**src/rtl/snake_sound_pkg.sv**
```systemverilog
// Shared definitions for the snake game sound sequencer: sound codes,
// default tune lengths and the sequencer FSM states.
package snake_sound_pkg;

    localparam logic [1:0] SND_MELODY = 2'd0;
    localparam logic [1:0] SND_EAT    = 2'd1;
    localparam logic [1:0] SND_OVER   = 2'd2;

    localparam int unsigned TACT_CYCLES_DEF = 2097152;
    localparam int unsigned LEN_MELODY_DEF  = 102;
    localparam int unsigned LEN_EAT_DEF     = 2;
    localparam int unsigned LEN_OVER_DEF    = 9;
    localparam int unsigned GAP_TACTS_DEF   = 2;

    // Bit positions inside the {over, start, eat} pending vector
    localparam int unsigned PEND_EAT   = 0;
    localparam int unsigned PEND_START = 1;
    localparam int unsigned PEND_OVER  = 2;

    typedef enum logic [2:0] {
        IDLE,
        LOAD,
        CALL,
        PLAY,
        GAP
    } snd_state_t;

endpackage

```
**src/rtl/sound_event_ctrl_tact_timer.sv**
```systemverilog
// Tact timer: counts target tacts of TACT_CYCLES clocks each after a start
// pulse and raises done for one cycle on the terminal count.
module tact_timer #(
    parameter int unsigned TACT_CYCLES = 4
) (
    input  logic       clk,
    input  logic       rst_n,
    input  logic       start,
    input  logic [6:0] target,
    output logic       done
);

    localparam int unsigned    CW       = (TACT_CYCLES > 1) ? $clog2(TACT_CYCLES) : 1;
    localparam logic [CW-1:0]  CYC_LAST = CW'(TACT_CYCLES - 1);

    logic [CW-1:0] cyc_q;
    logic [6:0]    tact_q;
    logic [6:0]    target_q;
    logic          run_q;

    // Combinational from registered counters so the FSM can leave in the terminal cycle
    assign done = run_q && (tact_q == target_q - 7'd1) && (cyc_q == CYC_LAST);

    always_ff @(posedge clk or negedge rst_n) begin
        if (!rst_n) begin
            cyc_q    <= '0;
            tact_q   <= '0;
            target_q <= '0;
            run_q    <= 1'b0;
        end else if (start) begin
            cyc_q    <= '0;
            tact_q   <= '0;
            target_q <= target;
            run_q    <= (target != 7'd0);
        end else if (run_q) begin
            if (done) begin
                run_q <= 1'b0;
            end
            if (cyc_q == CYC_LAST) begin
                cyc_q  <= '0;
                tact_q <= tact_q + 7'd1;
            end else begin
                cyc_q <= cyc_q + CW'(1);
            end
        end
    end

endmodule

```
**src/rtl/sound_event_ctrl.sv**
```systemverilog
// Sound event sequencer: latches game-event pulses as pending requests and
// issues them one at a time to the tone player, never interrupting a tune.
module sound_event_ctrl
    import snake_sound_pkg::*;
#(
    parameter int unsigned TACT_CYCLES = TACT_CYCLES_DEF,
    parameter int unsigned LEN_MELODY  = LEN_MELODY_DEF,
    parameter int unsigned LEN_EAT     = LEN_EAT_DEF,
    parameter int unsigned LEN_OVER    = LEN_OVER_DEF,
    parameter int unsigned GAP_TACTS   = GAP_TACTS_DEF
) (
    input  logic       clk,
    input  logic       rst_n,
    input  logic       ev_start,
    input  logic       ev_eat,
    input  logic       ev_over,
    input  logic       mute,
    output logic [1:0] sound_code,
    output logic       sound_call,
    output logic       busy,
    output logic [2:0] pending
);

    localparam logic [6:0] L_MELODY = 7'(LEN_MELODY);
    localparam logic [6:0] L_EAT    = 7'(LEN_EAT);
    localparam logic [6:0] L_OVER   = 7'(LEN_OVER);
    localparam logic [6:0] L_GAP    = 7'(GAP_TACTS);

    snd_state_t state_q, state_d;
    logic [2:0] pend_q, pend_clr;
    logic [1:0] sel_code_q, sel_code_d;
    logic [6:0] sel_len_q, sel_len_d;
    logic       timer_start, timer_done;
    logic [6:0] timer_target;
    logic [1:0] code_q;
    logic       call_q, busy_q;

    tact_timer #(
        .TACT_CYCLES(TACT_CYCLES)
    ) u_timer (
        .clk   (clk),
        .rst_n (rst_n),
        .start (timer_start),
        .target(timer_target),
        .done  (timer_done)
    );

    always_comb begin
        state_d      = state_q;
        sel_code_d   = sel_code_q;
        sel_len_d    = sel_len_q;
        pend_clr     = '0;
        timer_start  = 1'b0;
        timer_target = sel_len_q;
        case (state_q)
            IDLE: begin
                if (!mute && (pend_q != 3'b000)) begin
                    state_d = LOAD;
                    if (pend_q[PEND_OVER]) begin
                        sel_code_d         = SND_OVER;
                        sel_len_d          = L_OVER;
                        pend_clr[PEND_OVER] = 1'b1;
                    end else if (pend_q[PEND_START]) begin
                        sel_code_d          = SND_MELODY;
                        sel_len_d           = L_MELODY;
                        pend_clr[PEND_START] = 1'b1;
                    end else begin
                        sel_code_d        = SND_EAT;
                        sel_len_d         = L_EAT;
                        pend_clr[PEND_EAT] = 1'b1;
                    end
                end
            end
            LOAD: state_d = CALL;
            CALL: begin
                state_d     = PLAY;
                timer_start = 1'b1;
            end
            PLAY: begin
                if (timer_done) begin
                    if (GAP_TACTS == 0) begin
                        state_d = IDLE;
                    end else begin
                        state_d      = GAP;
                        timer_start  = 1'b1;
                        timer_target = L_GAP;
                    end
                end
            end
            GAP: begin
                if (timer_done) begin
                    state_d = IDLE;
                end
            end
            default: state_d = IDLE;
        endcase
    end

    always_ff @(posedge clk or negedge rst_n) begin
        if (!rst_n) begin
            state_q    <= IDLE;
            pend_q     <= '0;
            sel_code_q <= SND_EAT;
            sel_len_q  <= '0;
            code_q     <= SND_EAT;
            call_q     <= 1'b0;
            busy_q     <= 1'b0;
        end else begin
            state_q    <= state_d;
            sel_code_q <= sel_code_d;
            sel_len_q  <= sel_len_d;
            // A pulse coinciding with its own clear re-arms the flag
            pend_q     <= mute ? 3'b000 : ((pend_q & ~pend_clr) | {ev_over, ev_start, ev_eat});
            if (state_q == LOAD) begin
                code_q <= sel_code_q;
            end
            if (state_q == CALL) begin
                call_q <= ~call_q;
            end
            busy_q <= (state_d != IDLE);
        end
    end

    assign sound_code = code_q;
    assign sound_call = call_q;
    assign busy       = busy_q;
    assign pending    = pend_q;

endmodule
```
**config.mk**
```make
export PLATFORM = sky130hd
export DESIGN_NAME = sound_event_ctrl
export DESIGN_NICKNAME = d
export VERILOG_FILES = /design/src/rtl/snake_sound_pkg.sv /design/src/rtl/sound_event_ctrl_tact_timer.sv /design/src/rtl/sound_event_ctrl.sv
export SDC_FILE = /design/constraint.sdc
export NUM_CORES = 1
export LEC_CHECK = 0
export ABC_AREA = 1
export CAP_MARGIN = 40
export CORE_MARGIN = 1.5
export CORE_UTILIZATION = 62
export CTS_BUF_LIST = sky130_fd_sc_hd__clkbuf_4 sky130_fd_sc_hd__clkbuf_8
export DETAILED_ROUTE_END_ITERATION = 10
export HOLD_SLACK_MARGIN = 0.02
export PLACE_DENSITY = 0.92
export SETUP_SLACK_MARGIN = 0.02
export SLEW_MARGIN = 20
export SYNTH_ARGS = -nofsm -noshare
export SYNTH_HDL_FRONTEND = slang
export SYNTH_SLANG_ARGS = --single-unit
```
**constraint.sdc**
```tcl
create_clock -name clk -period 2.05 [get_ports clk]
set_input_delay 0.41 -clock clk [delete_from_list [all_inputs] [get_ports clk]]
set_output_delay 0.41 -clock clk [all_outputs]
set_load 0.01 [all_outputs]
```
==> impl_metrics.yaml <==
run_status:
  status: "complete, no violations"
clock_tree:
  h-tree-depth: 2
  insertion_delay_ns: 0.31
  numCtsBuffers: 5
  cts_tree: "built"
  clock_path_buffers: 2
  cts.sinks: 46
  cts_hold_buffers: 0
  cts-root-buf: "clkbuf_8"
  cts.clk_slew.worst_paths_ns: 0.10
placement:
  dpl.cell_count: 378
  preCtsSetupSlack_ns: 0.0730
  portBuffers: 12
  dp_hpwl_um: 3610
  routabilityCongestion: 0.884
  dpl_cell_area_mm2: 0.00272
worst_setup_path:
  crit_end: "u_timer.target_q[5]"
  r2r-end: "u_timer.target_q[5]"
  crit_path_start: "u_timer.target_q[3]"
  worstPathArrival_ns: 2.18
  path_class: "reg -> reg"
  critPathLaunchType: "flip-flop"
  r2r_cells: 11
  required_ns: 2.24
  critPathMaxFanout: 12
  crit_path_end_kind: "flip-flop"
  reg2reg_from: "u_timer.target_q[3]"
  rrSetupSlack_ns: 0.05
timing:
  post-route-period-util: 0.973
  tightest_slew_ns: 0.514
  fin_ws_ns: 0.0546
  slew_headroom: 0.658
  whs_ns: 0.0608
  setup_viol_count_final: 0
  clock_skew_ns: 0.0112
  drv_slew: 0
  fmax_mhz: 501
  hold_violations: 0
  layout_min_cycle_time_ns: 2.00
  fin_tns_setup_ns: 0
cells_and_area:
  layoutNonFillerInstCount: 389
  final_util: 0.724
  final_cell_mix: "75 x nand2_1, 44 x dfrtp_1, 42 x inv_1, 30 x nor2_1, 21 x nand3_1"
  multi_input_area_mm2: 0.00120
  final_common_cell: "nand2_1"
  final_area_mm2: 0.00288
  area_growth_pct: 12.4
  nFillCells: 276
  final_net_count: 347
  drive_gt1_frac: 0.145
  antennaDiodeCount: 0
  regArea_mm2: 0.00115
global_routing:
  grt_pass1_vias: 2117
  grt_first_pass_wirelength_um: 9130
  grt-ovfl-total: 0
  grt_antenna_before_repair: 0
  grt_max_degree: 26
  track_usage: 0.268
routing:
  wl_met2_um: 2760
  vias: 2200
  dr.first_iter.drc_count: 212
  dr.max_layer_used: "met4"
  firstDrtPassIters: 4
  dr_wl_met3_um: 279
  wl_per_cell_um: 14.4
  ant_nets: 0
  wl_met1_um: 2390
  vias_per_cell: 5.66
  route.detailed.drc: 0
  wl_um: 5600
logic_synthesis:
  synth_top_area_share: 0.431
  synthTopCellsByArea: "dfrtp_1 43%, nand2_1 11%, inv_1 6.3%"
  synth_top_area_cell: "dfrtp_1"
  synth_fp_nets: 328
  syn_inst: 319
  postSynthAreaPerCell_um2: 8.02
  yosys_warnings: 0
  syn_area_mm2: 0.00256
  ys_types: 36
  ys_seq_elements: 46
  ys_seq_area_frac: 0.451
pwr:
  sequentialPowerShare: 0.550
  pwr-share-comb: 0.029
  netSwitchingFraction: 0.222
  power_mw: 1.66
  power.internal_mw: 1.29
  peakVddDrop_mv: 0.417
  pwr-share-clk: 0.421
  p_switching_mw: 0.370
  powerDensity_mw_per_mm2: 579
  p_leak_nw: 1.40
floorplanning:
  dieArea_mm2: 0.00452
  row_count: 23
  fp.coreArea_mm2: 0.00397
  die_y_um: 67.2
  num_io_pins: 13
  fp.dieW_um: 67.2
  start_util: 0.644
flow_run:
  maxCapViolations: 0
worst_hold_path:
  worst_hold_path_type: "in -> async"
[worst min path at each step]
stage,slack (ns),cells after the start,endpoint
6_report,0.06,1,u_timer.cyc_q[0]
3_3_place_gp,0.41,1,u_timer.cyc_q[13]
4_1_cts,0.08,1,u_timer.cyc_q[0]
5_1_grt,0.10,1,u_timer.tact_q[0]
2_1_floorplan,0.11,0,busy
3_5_place_dp,0.41,1,u_timer.cyc_q[13]
[timing repair]
item,CTS,global route
setup buffers,0,3
endpoints found under the setup margin,4,15
gates cloned,0,0
gates resized for setup,1,5
[cell type report]
type                    count  area share
multi-input cells         220       0.416
repair buffers             18      0.0601
clock inverters             3      0.0157
inverters                  47      0.0614
flip-flops and latches     46       0.401
clock buffers               5      0.0239
well taps                  50      0.0218
[metal layers]
metal,vias to the layer above,GRT usage
met5,-,0
met4,0,0.125
met3,23,0.0567
met2,97,0.438
met1,1029,0.342
li1,1051,-
[registers in the layout, summed over array words and instances, names as in the netlist]
name / flops
busy: 1
pending: 3
u_timer.target_q: 3
sound_code: 2
u_timer.tact_q: 7
u_timer.run_q: 1
sel_len_q: 3
u_timer.cyc_q: 21
sel_code_q: 1
state_q: 3
sound_call: 1
[critical path: stages (launching register included)]
cell and delay, ns:
dfrtp_1 0.43, inv_2 0.09, ha_2 0.33, inv_1 0.04
nand2_1 0.06, nand3_1 0.08, nor2_1 0.13, nand3_1 0.14
nor2_4 0.14, nand3_4 0.17, nand2_2 0.15, o21ai_0 0.11
[cell usage after synthesis, drive strengths merged]
master / n
dfstp: 2
nand3: 27
o22ai: 2
a21o: 1
or2: 1
nor4: 1
ha: 3
xor2: 12
a21oi: 10
inv: 47
nor2: 40
dfrtp: 44
nand2: 81
a31oi: 1
buf: 5
a22o: 1
nor3: 12
clkbuf: 1
nand4: 9
xnor2: 4
o21a: 1
o31ai: 1
o21ai: 10
a211oi: 2
nand3b: 1
[power by group through the flow]
stage          registers [mW]  clock network, mW  logic (mW)
2_1_floorplan           0.934                  0     0.00692
3_3_place_gp            0.932                  0      0.0488
3_5_place_dp            0.932                  0      0.0500
4_1_cts                 0.915              0.690      0.0503
5_1_grt                 0.916              0.728      0.0558
6_report                0.915              0.701      0.0487
[cell families (layout without fill, tap and decap cells)]
kind of cell | Yosys count | in the layout | share of synthesized area
compound gates | 29 | 29 | 0.0700
xor+xnor | 16 | 16 | 0.0548
fa+ha+maj | 3 | 3 | 0.0147
buf+inv | 53 | 73 | 0.0890
flops | 46 | 46 | 0.451
simple gates | 172 | 172 | 0.320
(Power assumes the default switching activity.)
